[src/rtl/text_entry_scheduler_if.sv]
// Character RAM write port bundle.
// Master drives one cell write per clk; slave is the char RAM.
interface text_entry_scheduler_if #(
  parameter int ADDR_W = 11
);
  logic              wr_en;
  logic [ADDR_W-1:0] wr_addr;
  logic [6:0]        wr_data;

  modport master (
    output wr_en,
    output wr_addr,
    output wr_data
  );

  modport slave (
    input wr_en,
    input wr_addr,
    input wr_data
  );
endinterface

[src/rtl/text_entry_scheduler.sv]
// Turns button events into put/backspace/clear writes to the char RAM.
// All writes are held off until the renderer is in blanking.
module text_entry_scheduler #(
  parameter int COLS   = 60,
  parameter int ROWS   = 17,
  parameter int ADDR_W = 11
) (
  input  logic                    clk,
  input  logic                    reset,
  input  logic                    en,
  input  logic [2:0]              btn,
  input  logic [6:0]              sw,
  input  logic                    valid_draw,
  text_entry_scheduler_if.master  wr,
  output logic [4:0]              cursor_row,
  output logic [5:0]              cursor_col,
  output logic                    busy
);

  typedef enum logic [1:0] {
    IDLE,
    PUT_WAIT,
    BS_WAIT,
    CLR_RUN
  } state_t;

  localparam logic [5:0] COL_MAX = 6'(COLS - 1);
  localparam logic [4:0] ROW_MAX = 5'(ROWS - 1);
  localparam logic [ADDR_W-1:0] LAST = ADDR_W'(COLS * ROWS - 1);
  localparam logic [6:0] SPACE = 7'h20;

  state_t            state_q, state_d;
  logic [2:0]        btn_s1_q, btn_s2_q, btn_prev_q;
  logic [4:0]        row_q, row_d;
  logic [5:0]        col_q, col_d;
  logic [ADDR_W-1:0] caddr_q, caddr_d;
  logic [ADDR_W-1:0] wr_addr_q, wr_addr_d;
  logic [6:0]        wr_data_q, wr_data_d;

  logic [2:0]        evt;
  logic              go;
  logic              wr_en;
  logic [4:0]        adv_row, bs_row;
  logic [5:0]        adv_col, bs_col;
  logic [ADDR_W-1:0] adv_addr, bs_addr;

  always_ff @(posedge clk or negedge reset) begin
    if (!reset) begin
      btn_s1_q   <= '0;
      btn_s2_q   <= '0;
      btn_prev_q <= '0;
      state_q    <= IDLE;
      row_q      <= '0;
      col_q      <= '0;
      caddr_q    <= '0;
      wr_addr_q  <= '0;
      wr_data_q  <= '0;
    end else begin
      btn_s1_q   <= btn;
      btn_s2_q   <= btn_s1_q;
      btn_prev_q <= btn_s2_q;
      state_q    <= state_d;
      row_q      <= row_d;
      col_q      <= col_d;
      caddr_q    <= caddr_d;
      wr_addr_q  <= wr_addr_d;
      wr_data_q  <= wr_data_d;
    end
  end

  // Cursor neighbours; linear address moves by one alongside row/col
  always_comb begin
    adv_row  = row_q;
    adv_col  = col_q + 6'd1;
    adv_addr = caddr_q + 1'b1;
    if (col_q == COL_MAX) begin
      adv_col = '0;
      if (row_q == ROW_MAX) begin
        adv_row  = '0;
        adv_addr = '0;
      end else begin
        adv_row = row_q + 5'd1;
      end
    end
    bs_row  = row_q;
    bs_col  = col_q - 6'd1;
    bs_addr = caddr_q - 1'b1;
    if (col_q == '0) begin
      if (row_q == '0) begin
        bs_col  = '0;
        bs_addr = '0;
      end else begin
        bs_col = COL_MAX;
        bs_row = row_q - 5'd1;
      end
    end
  end

  always_comb begin
    evt       = btn_s2_q & ~btn_prev_q;
    go        = en & ~valid_draw;
    state_d   = state_q;
    row_d     = row_q;
    col_d     = col_q;
    caddr_d   = caddr_q;
    wr_addr_d = wr_addr_q;
    wr_data_d = wr_data_q;
    wr_en     = 1'b0;
    unique case (state_q)
      IDLE: begin
        if (en && evt[2]) begin
          state_d   = CLR_RUN;
          wr_addr_d = '0;
          wr_data_d = SPACE;
        end else if (en && evt[1]) begin
          state_d   = BS_WAIT;
          wr_addr_d = bs_addr;
          wr_data_d = SPACE;
        end else if (en && evt[0]) begin
          state_d   = PUT_WAIT;
          wr_addr_d = caddr_q;
          wr_data_d = sw;
        end
      end
      PUT_WAIT: begin
        if (go) begin
          wr_en   = 1'b1;
          row_d   = adv_row;
          col_d   = adv_col;
          caddr_d = adv_addr;
          state_d = IDLE;
        end
      end
      BS_WAIT: begin
        if (go) begin
          wr_en   = 1'b1;
          row_d   = bs_row;
          col_d   = bs_col;
          caddr_d = bs_addr;
          state_d = IDLE;
        end
      end
      CLR_RUN: begin
        if (go) begin
          wr_en = 1'b1;
          if (wr_addr_q == LAST) begin
            row_d   = '0;
            col_d   = '0;
            caddr_d = '0;
            state_d = IDLE;
          end else begin
            wr_addr_d = wr_addr_q + 1'b1;
          end
        end
      end
      default: state_d = IDLE;
    endcase
  end

  assign wr.wr_en    = wr_en;
  assign wr.wr_addr  = wr_addr_q;
  assign wr.wr_data  = wr_data_q;
  assign cursor_row  = row_q;
  assign cursor_col  = col_q;
  assign busy        = (state_q != IDLE);

endmodule

[src/flat_wrapper.sv]
// flat-port wrapper written by rule: the top's interface ports become plain ports
module text_entry_scheduler_flat 
#(
  parameter int COLS   = 60,
  parameter int ROWS   = 17,
  parameter int ADDR_W = 11
)
  (clk, reset, en, btn, sw, valid_draw, cursor_row, cursor_col, busy, wr_wr_en, wr_wr_addr, wr_wr_data);
  text_entry_scheduler_if #(.ADDR_W(ADDR_W)) wr_i ();
  input  logic clk;
  input  logic reset;
  input  logic en;
  input  logic [2:0] btn;
  input  logic [6:0] sw;
  input  logic valid_draw;
  output logic [4:0] cursor_row;
  output logic [5:0] cursor_col;
  output logic busy;
  output wire logic [$bits(wr_i.wr_en)-1:0] wr_wr_en;
  output wire logic [$bits(wr_i.wr_addr)-1:0] wr_wr_addr;
  output wire logic [$bits(wr_i.wr_data)-1:0] wr_wr_data;
  assign wr_wr_en = wr_i.wr_en;
  assign wr_wr_addr = wr_i.wr_addr;
  assign wr_wr_data = wr_i.wr_data;
  text_entry_scheduler #(.COLS(COLS), .ROWS(ROWS), .ADDR_W(ADDR_W)) u_core (.clk(clk), .reset(reset), .en(en), .btn(btn), .sw(sw), .valid_draw(valid_draw), .wr(wr_i), .cursor_row(cursor_row), .cursor_col(cursor_col), .busy(busy));
endmodule
[config.mk]
export PLATFORM = sky130hd
export DESIGN_NAME = text_entry_scheduler_flat
export DESIGN_NICKNAME = d
export VERILOG_FILES = /design/src/rtl/text_entry_scheduler_if.sv /design/src/rtl/text_entry_scheduler.sv /design/src/flat_wrapper.sv
export SDC_FILE = /design/constraint.sdc
export NUM_CORES = 1
export LEC_CHECK = 0
export CAP_MARGIN = 30
export CORE_ASPECT_RATIO = 1.75
export CORE_MARGIN = 2
export CORE_UTILIZATION = 40
export CTS_CLUSTER_DIAMETER = 200
export DETAILED_ROUTE_END_ITERATION = 16
export GPL_ROUTABILITY_DRIVEN = 0
export GPL_TIMING_DRIVEN = 0
export SLEW_MARGIN = 20
export SYNTH_ARGS = -nofsm -noshare
export SYNTH_HDL_FRONTEND = slang
export SYNTH_SLANG_ARGS = --single-unit
[constraint.sdc]
create_clock -name clk -period 2.5 [get_ports clk]
set_input_delay 0.75 -clock clk [delete_from_list [all_inputs] [get_ports clk]]
set_output_delay 0.75 -clock clk [all_outputs]
set_load 0.005 [all_outputs]
---- After elaboration in Yosys (flattened, before gate mapping) ----
Cells that the tools add are included.
word-level totals
  register bits after elaboration ......... 51
  bits of input ports ..................... 14
  logic and storage cells ................. 97
cells by class
  bitwise operators ....................... 4
  $add $sub $neg .......................... 7
  reductions and logical operators ........ 17
  muxes and demuxes ....................... 44
  equality and inequality tests ........... 16
operator list
  kind                     number
  $mux W11                 13
  $mux W6                  7
  $mux W5                  8
  $pmux W11 S3             1
  $add A11 B1 Y11 const B  2
  $pmux W11 S2             1
  $mux W7                  3
  $pmux W6 S3              1
  $pmux W5 S3              1
  $ne A2 B1 Y1 const B     7
  $mux W2                  6
  $eq A11 B10 Y1 const B   1
  $sub A11 B1 Y11 const B  1
  $reduce_and A4 Y1        2
  $reduce_and A8 Y1        1
  $add A6 B1 Y6 const B    1
  $eq A6 B6 Y1 const B     1
  $logic_not A6 Y1         1
  $pmux W2 S3              1
  $reduce_bool A3 Y1       2
  $sub A6 B1 Y6 const B    1
  $add A5 B1 Y5 const B    1
  $eq A5 B5 Y1 const B     1
  $logic_not A5 Y1         1
  other kinds (17)         23

---- Longest topological paths before layout ----
  depth after elaboration ................. 7
  depth in mapped cells ................... 9
  depth with buffers taken out ............ 7

---- Worst setup path after synthesis ----
Ideal clock, no wire load.
  path type ............................... input to register
  start point ............................. input valid_draw
  end point ............................... register u_core.caddr_q[5]
  stages .................................. 6
  arrival ................................. 2040 ps
  path buffers ............................ 1
  setup slack ............................. 329 ps
  path through ............................ nand2b_1 nor4_2 o21ai_1 clkbuf_1 o21ai_0 o31ai_1
on the way
  longest elaborated chain between the ends .. 4
  elaborated cells on any way between the ends .. 6
ends and longest elaborated chain
  element                        line                         RTL
  from (decl)                    flat_wrapper.sv:15           input logic valid_draw;
  $not A1 Y1 *                   text_entry_scheduler.sv:101  go = en & ~valid_draw;
  $and A1 B1 Y1 *                text_entry_scheduler.sv:101
  $ne A2 B1 Y1 (no line)         -
  $reduce_and A5 Y1 (no line) *  -
  to (signal assigned)           text_entry_scheduler.sv:65   caddr_q <= caddr_d;
  to (decl)                      text_entry_scheduler.sv:36   logic [ADDR_W-1:0] caddr_q, caddr_d;
Every way passes the cells marked *; elsewhere a longest branch is shown, timed or not.
A chain may end at the register's enable or synchronous reset.

---- Final worst setup path ----
  start point ............................. input valid_draw
  end point ............................... output wr_wr_en
on the way
  longest elaborated chain between the ends .. 4
ends and longest elaborated chain
  element        line                                                                                   RTL
  $not A1 Y1     text_entry_scheduler.sv:101
  $and A1 B1 Y1  text_entry_scheduler.sv:101
  $mux W1        text_entry_scheduler.sv:126, text_entry_scheduler.sv:135, text_entry_scheduler.sv:144
  $mux W1        -
  to (decl)      flat_wrapper.sv:19                                                                     output wire logic [$bits(wr_i.wr_en)-1:0] wr_wr_en;
No other way between the ends.

==> metrics.cfg <==
[clocking]
cts_tree = done
clk_path_buf_depth = 2
clock-sinks = 51
cts_max_level = 2
numCtsBuffers = 5
root_buffer = clkbuf_16
clock_latency_ns = 0.30
path_clk_slew_ns = 0.08
postCtsHoldBufs = 0

[logic_synthesis]
synth.distinct_cells = 71
ys.warnings.count = 0
syn_avg_cell_area_um2 = 8.63
yosysMostFrequentCell = dfrtp_1
synth_top_area_share_pct = 36.7
synthArstFlopShare_pct = 100
synth_common_cells = dfrtp_1, o21ai_0, nand2_1, a21oi_1, nor2_1
synth_fp_nets = 429
yosysTopAreaCell = dfrtp_1
ys_top_cells_by_area = dfrtp_1, o21ai_0, ha_1
synth-seq-cells = 51
synth_flop_cell = dfrtp_1
synth-edff-count = 0
seq_area_frac_synth_pct = 36.7
synthCells = 403
netlist_area_um2 = 3480

[global_routing]
grtUsageMet1_pct = 25.9
track_usage_pct = 21.8
met3_usage_pct = 2.37
antenna_found_initial = 0
grt_overflow_total = 0
grt_max_degree = 52
grt_pass1_wl_mm = 16.3
grt_use_met2_pct = 38.3
grt_pass1_vias = 3255
busiest_layer = met2

[place]
dp_hpwl_mm = 7.22
dp_cells = 564
numPortBuffers = 44

[timing]
tightestPinTransition_ns = 0.798
finalCritPeriodShare_pct = 97.4
timing.fmax_mhz = 411
hold_violations = 0
skew_ns = 0.00772
finalSetupViolations = 0
fin_crit_ns = 2.43
max_slew_margin_pct = 46.3
slew_violations = 0

[floorplan]
dieArea_um2 = 9480
top_level_ports = 45
start_util_pct = 40.6
fp.dieH_um = 127
std_cell_rows = 45
core_area_um2 = 8560
fp.dieW_um = 74.5

[critical_path]
timing.rr.end = u_core.wr.wr_addr[4]$_DFFE_PN0P_
r2r_start = u_core.state_q[0]$_DFFE_PN0P_
crit_required_ns = 1.75
cp-start-kind = input pin
cp.arrival_ns = 1.68
crit_type = in2out
cp-end-kind = primary output
startpoint = valid_draw
ff2ff_setup_slack_ns = 0.10
r2r_cells = 6
crit_fanout = 2

[route]
drt_first_iter_violations = 151
totalWireLength_mm = 9.86
drc = 0
drt-pass1-iter-count = 4
routedWlPerCell_um = 17.1
ant_nets = 0
num_vias = 3363
via_per_inst = 5.83

[cells_and_area]
drive_gt1_share_pct = 14.1
fin_nets = 485
fin_cells = 577
antenna_cells = 0
area_growth_pct = 25.4

[worst_hold_path]
worstHoldPathCells = 0
whs_endpoint = u_core.btn_s2_q[1]$_DFF_PN0_
hold_start = u_core.btn_s1_q[1]$_DFF_PN0_
min_path_type = reg2reg

[flow_run]
max_cap_viol_count = 0

[power_and_ir_drop]
p_total_mw = 5.04
irDropWorstVdd_mv = 0.516
power_leakage_nw = 1.70
powerDensity_nw_per_um2 = 1160

[run_status]
status = completed

-- worst max-delay path, stage by stage --
cell and delay, ns:
clkdlybuf4s50_1 0.48, nand2b_4 0.16, nor2_4 0.04, dlygate4sd2_1 0.25
-- registers in the layout, indices dropped and copies added (netlist names) --
register and cells:
u_core.caddr_q 11, u_core.wr.wr_data 7, u_core.wr.wr_addr 11, u_core.btn_s2_q 3, u_core.state_q 2, u_core.btn_prev_q 3, u_core.btn_s1_q 3, u_core.cursor_row 5
u_core.cursor_col 6
-- kinds of logic (layout without fill, tap and decap cells) --
family,after synthesis,count (layout),share of synthesized area [%]
buffers and inverters,46,103,6.33
AND/OR/NAND/NOR,139,139,22.7
XOR/XNOR,2,2,0.504
flip-flops,51,51,36.7
AO/OA/AOI/OAI,151,151,28.8
adder cells (fa/ha/maj),12,12,4.32
multiplexers,2,2,0.612
-- layout by cell type (no fill, tap or decap), types with 5 or more instances in the layout --
cell type and count:
nor3_1 13, or3_1 5, o21ai_1 8, nor2_1 20
o21ai_0 42, nand3_1 8, dfrtp_1 51, o22ai_1 9
nand2_1 35, clkbuf_16 5, buf_2 9, inv_1 16
o31ai_1 11, a22oi_1 9, clkbuf_1 7, and3_1 5
a211o_1 5, a21oi_1 24, or2_2 6, buf_4 11
nor4_1 7, or4_1 5, ha_1 11, clkdlybuf4s50_1 41
-- how the worst max path moves through the flow --
stage                                             to
floorplan              u_core.caddr_q[5]$_DFFE_PN0P_
global placement    u_core.wr.wr_addr[7]$_DFFE_PN0P_
detailed placement     u_core.caddr_q[5]$_DFFE_PN0P_
CTS                 u_core.wr.wr_addr[2]$_DFFE_PN0P_
global route        u_core.wr.wr_addr[4]$_DFFE_PN0P_
finish                                      wr_wr_en
-- report_power, final --
part | switching [mW] | internal (mW)
Sequential | 0.363 | 1.13
Combinational | 1.52 | 1.30
Clock | 0.347 | 0.383
-- layout make-up --
cell class | instances | area [µm²]
fillers | 829 | 4200
repair buffers | 50 | 493
multi-input cells | 306 | 2070
clock inverters | 3 | 27.5
flip-flops and latches | 51 | 1280
inverters | 18 | 67.6
well taps | 117 | 146
plain buffers | 27 | 153
clock buffers | 5 | 125
-- per-stage QoR --
| stage | hold WS, ns | cell area (µm²) | TNS [ns] | setup WS (ns) | util [%] |
|---|---|---|---|---|---|
| 2_1_floorplan | 0.331 | 3480 | 0 | 0.329 | - |
| 4_1_cts | 0.350 | 4270 | 0 | 0.0136 | 49.9 |
| 3_3_place_gp | 0.335 | 4060 | -65.91 | -0.974 | 47.5 |
| 3_5_place_dp | 0.336 | 4060 | -17.06 | -0.817 | 47.5 |
| 5_1_grt | 0.359 | 4360 | -0.0131 | -0.00858 | 50.9 |
| 6_report | 0.352 | 4360 | 0 | 0.0657 | 50.9 |
-- metal layers --
layer,wire length [µm],vias up
li1,-,1634
met1,3930,1632
met2,5370,79
met3,304,18
met4,251,0
met5,0,-
-- timing repair --
action / in CTS / in global routing
hold endpoints to repair: 0 / 0
resized for setup: 12 / 11
pin swaps: 1 / 1
endpoints found under the setup margin: 27 / 24
buffers inserted: 2 / 4
No activity file was read; power rests on OpenSTA's default activity.
